**config.mk**
```make
export PLATFORM = sky130hd
export DESIGN_NAME = regfile4_onehot
export DESIGN_NICKNAME = d
export VERILOG_FILES = /design/src/rtl/regfile4_onehot.sv
export SDC_FILE = /design/constraint.sdc
export NUM_CORES = 1
export LEC_CHECK = 0
export ABC_CLOCK_PERIOD_IN_PS = 2100
export BUFFER_PORTS_ARGS = -buffer_cell sky130_fd_sc_hd__buf_2
export CAP_MARGIN = 20
export CORE_UTILIZATION = 57
export CTS_BUF_LIST = sky130_fd_sc_hd__clkbuf_16
export DETAILED_ROUTE_END_ITERATION = 10
export GPL_TIMING_DRIVEN = 0
export PLACE_DENSITY = 0.8
export SYNTH_ARGS = -nofsm -noshare
export SYNTH_HDL_FRONTEND = slang
export SYNTH_SLANG_ARGS = --single-unit
```
**constraint.sdc**
```tcl
create_clock -name clk -period 2.1 [get_ports clk]
set_clock_uncertainty 0.05 [all_clocks]
set_input_delay 0.42 -clock clk [delete_from_list [all_inputs] [get_ports clk]]
set_output_delay 0.42 -clock clk [all_outputs]
set_load 0.05 [all_outputs]
```
**src/rtl/regfile4_onehot.sv**
```systemverilog
// Four-entry register bank. Its write strobes are the one-hot select lines from
// the 2:4 write-address decoder. It has two registered read ports with write-first
// bypass, a sticky multi-hot select error flag and a saturating write counter.
module regfile4_onehot #(
    parameter int unsigned WIDTH = 8
) (
    input  logic             clk,
    input  logic             rst_n,
    input  logic [3:0]       wsel,
    input  logic [WIDTH-1:0] wdata,
    input  logic [1:0]       ra_addr,
    input  logic [1:0]       rb_addr,
    input  logic             rd_req,
    input  logic             clr_err,
    output logic [WIDTH-1:0] ra_data,
    output logic [WIDTH-1:0] rb_data,
    output logic             rd_valid,
    output logic             sel_err,
    output logic [7:0]       wr_count
);

    localparam int unsigned NUM_REGS  = 4;
    localparam int unsigned CNT_W     = 8;
    localparam logic [CNT_W-1:0] CNT_MAX = {CNT_W{1'b1}};

    logic [WIDTH-1:0] reg_q [NUM_REGS];
    logic [WIDTH-1:0] reg_d [NUM_REGS];
    logic [WIDTH-1:0] ra_data_q, ra_data_d;
    logic [WIDTH-1:0] rb_data_q, rb_data_d;
    logic             rd_valid_q, rd_valid_d;
    logic             sel_err_q, sel_err_d;
    logic [CNT_W-1:0] wr_count_q, wr_count_d;

    logic             wr_any_c;
    logic             wr_legal_c;
    logic             wr_illegal_c;

    // Classify the select: idle, exactly one bit (legal), or multi-hot (illegal).
    always_comb begin
        wr_any_c     = |wsel;
        wr_legal_c   = wr_any_c && ((wsel & (wsel - 4'd1)) == 4'd0);
        wr_illegal_c = wr_any_c && !wr_legal_c;
    end

    // Next-state for the register array, read ports, error flag and counter.
    always_comb begin
        for (int i = 0; i < NUM_REGS; i++) begin
            reg_d[i] = reg_q[i];
        end
        ra_data_d  = ra_data_q;
        rb_data_d  = rb_data_q;
        rd_valid_d = 1'b0;
        sel_err_d  = sel_err_q;
        wr_count_d = wr_count_q;

        if (wr_legal_c) begin
            for (int i = 0; i < NUM_REGS; i++) begin
                if (wsel[i]) begin
                    reg_d[i] = wdata;
                end
            end
            if (wr_count_q != CNT_MAX) begin
                wr_count_d = wr_count_q + CNT_W'(1);
            end
        end

        // A set from an illegal select takes priority over a clear.
        if (wr_illegal_c) begin
            sel_err_d = 1'b1;
        end else if (clr_err) begin
            sel_err_d = 1'b0;
        end

        // Write-first: a legal write to the addressed entry forwards wdata.
        if (rd_req) begin
            rd_valid_d = 1'b1;
            ra_data_d  = (wr_legal_c && wsel[ra_addr]) ? wdata : reg_q[ra_addr];
            rb_data_d  = (wr_legal_c && wsel[rb_addr]) ? wdata : reg_q[rb_addr];
        end
    end

    // State registers with asynchronous active-low reset.
    always_ff @(posedge clk or negedge rst_n) begin
        if (!rst_n) begin
            for (int i = 0; i < NUM_REGS; i++) begin
                reg_q[i] <= '0;
            end
            ra_data_q  <= '0;
            rb_data_q  <= '0;
            rd_valid_q <= 1'b0;
            sel_err_q  <= 1'b0;
            wr_count_q <= '0;
        end else begin
            for (int i = 0; i < NUM_REGS; i++) begin
                reg_q[i] <= reg_d[i];
            end
            ra_data_q  <= ra_data_d;
            rb_data_q  <= rb_data_d;
            rd_valid_q <= rd_valid_d;
            sel_err_q  <= sel_err_d;
            wr_count_q <= wr_count_d;
        end
    end

    assign ra_data  = ra_data_q;
    assign rb_data  = rb_data_q;
    assign rd_valid = rd_valid_q;
    assign sel_err  = sel_err_q;
    assign wr_count = wr_count_q;

endmodule

```
==> qor.yml <==
status: "finished clean"
area_delta_synth_final_pct: 20.5
worstSkewPairLatency_ns: 0.32
diodes: 0
syn_nets: 264
fillerInstances: 367
grt_pass1_vias: 2433
grt_setup_unrepaired: "false"
gp_congestion: 0.881
cp_cell_sequence: "buf_2 > buf_1 > nor3b_1 > o21a_1 > o21ai_0 > a31oi_1"
grt_antenna_before_repair: 0
fp.dieH_um: 76.0
tns_ns: 0
critPathKind: "in -> reg"
coreArea_um2: 5200
grt.overflow.total: 0
hold_buffers: 0
p_leak_nw: 1.61
synthDistinctLibCells: 45
powerDensity_nw_per_um2: 1190
row_count: 26
netlist_instances: 243
grt_max_degree: 34
syn_avg_cell_area_um2: 12.8
fin_crit_sh_pct: 91.7
place_ws_ns: -0.0381
cts_made_buffers: 9
worst_slack_ns: 0.174
ctsResizeCount: 0
cts_tree: "yes"
cts.sinks: 58
yosys_most_used_dff: "dfrtp_1"
setup_viol: 0
regArea_um2: 1450
async_flop_share_pct: 100
peakVddDrop_mv: 0.983
use_met1_pct: 35.0
vias: 2395
synth-edff-count: 0
cts_buffer_depth: 2
clkSlewWorstSetupHoldPaths_ns: 0.05
cp.required_ns: 2.29
crit_family: "compound AO/OA/AOI/OAI gates"
antenna_left: 0
fmax_ghz: 0.519
grt_pass1_wl_um: 12000
cpPeakStageDelay_ns: 0.48
dpl.hpwl_um: 4870
worst-path-buf-inv: 2
synth.most_common_cell: "dfrtp_1"
end_kind: "register"
slew_violations: 0
synth_commonest_cells: "dfrtp_1, mux2_2, nor2_1"
wire_per_inst_um: 19.1
routed_wl_um: 7140
startpoint_type: "input port"
hold_viol_final: 0
nNetsFinal: 320
num_io_pins: 46
cap_violations: 0
clockRootBuffer: "clkbuf_16"
h-tree-depth: 3
drt_iter0_markers: 175
multi_input_area_um2: 1580
worst_pin_slew_ns: 0.681
met2_usage_pct: 44.4
initial_utilization_pct: 60.0
instances_no_fill: 374
port-buffer-count: 44
worstHoldPathType: "in -> async"
die_w_um: 76.0
yosysTopAreaCell: "dfrtp_1"
drt-pass1-iter-count: 5
dieArea_um2: 5770
worst_path_max_delay_cell: "buf_1"
cts_setup_buffers: 0
cp_max_fo: 10
drc: 0
synth-seq-area-share_pct: 46.5
busiest_layer: "met2"
viasPerCell: 6.40
critical_path_arrival_ns: 2.12
syn_area_um2: 3120
relSlewSlack_pct: 54.4
fin_crit_ns: 1.93
use_met3_pct: 4.31
netlist.area_leader.share_pct: 46.5
yosys_warnings: 0
grt_use_total_pct: 27.3
drive_gt1_share_pct: 41.1
dp.cells: 358
ys_ff_latch: 58
netlist_top_cells_area: "dfrtp_1, mux2_2, mux4_2, a31oi_1, o21ai_0"
==> cell families (layout without fill, tap and decap cells) <==
logic type,after synthesis,count (layout),share of synthesized area (%)
mux,52,52,24.5
flops,58,58,46.5
buf+inv,17,78,2.93
xor+xnor,4,4,1.12
simple gates,58,58,12.2
compound gates,52,52,12.0
fa+ha+maj,2,2,0.722
==> cell type report <==
type | count | share of cell area (%)
timing repair buffer | 45 | 6.39
multi-input combinational | 168 | 42.0
clock inverter | 7 | 2.30
sequential | 58 | 38.6
inverter | 4 | 0.399
buffer | 13 | 2.03
clock buffer | 9 | 5.99
tap | 70 | 2.33
==> placed cells by master, fill, tap and decap left out, drive strengths merged, types with 3 or more instances in the layout <==
cell type / n
dfrtp: 58
buf: 53
mux2: 35
o21ai: 20
nor2: 19
nand3: 17
mux4: 16
a31oi: 16
clkbuf: 14
inv: 6
o211ai: 4
nor4b: 3
nor3b: 3
clkinv: 3
==> final timing paths <==
check,startpoint,endpoint,slack [ns],depth (start not counted)
setup reg to reg,wr_count[0],wr_count[1],0.35,5
hold reg to reg,wr_count[3],wr_count[3],0.47,1
min in group clk,rd_req,rd_valid,0.23,1
hold / removal,rst_n,sel_err,0.06,1
max in group asynchronous,rst_n,reg_q[31],1.36,2
setup / recovery,rb_addr[1],rb_data[3],0.17,6
==> where the power goes <==
| part | switching (W) | internal [W] |
|---|---|---|
| clock network | 0.000501 | 0.00103 |
| logic | 0.000833 | 0.000495 |
| registers | 0.000219 | 0.00139 |
==> routing by layer <==
| layer | vias up | part of all wire [%] |
|---|---|---|
| li1 | 1057 | - |
| met1 | 1209 | 42 |
| met2 | 112 | 50 |
| met3 | 17 | 6.3 |
| met4 | 0 | 1.9 |
| met5 | - | 0 |
==> through the flow <==
stage / hold slack (ns) / total power [W] / util (%) / cell area (um2)
floorplan: 0.0744 / 0.00259 / - / 3120
global placement: 0.436 / 0.00288 / 65.9 / 3430
detailed placement: 0.414 / 0.00294 / 66.3 / 3450
CTS: 0.0803 / 0.00446 / 72.2 / 3760
global route: 0.109 / 0.00465 / 72.2 / 3760
finish: 0.0593 / 0.00446 / 72.2 / 3760
==> registers in the layout, summed over array words and instances, names as in the netlist <==
signal / count
wr_count: 8
reg_q: 32
sel_err: 1
rd_valid: 1
rb_data: 8
ra_data: 8
Note: power is estimated with default switching activity, not from simulation.
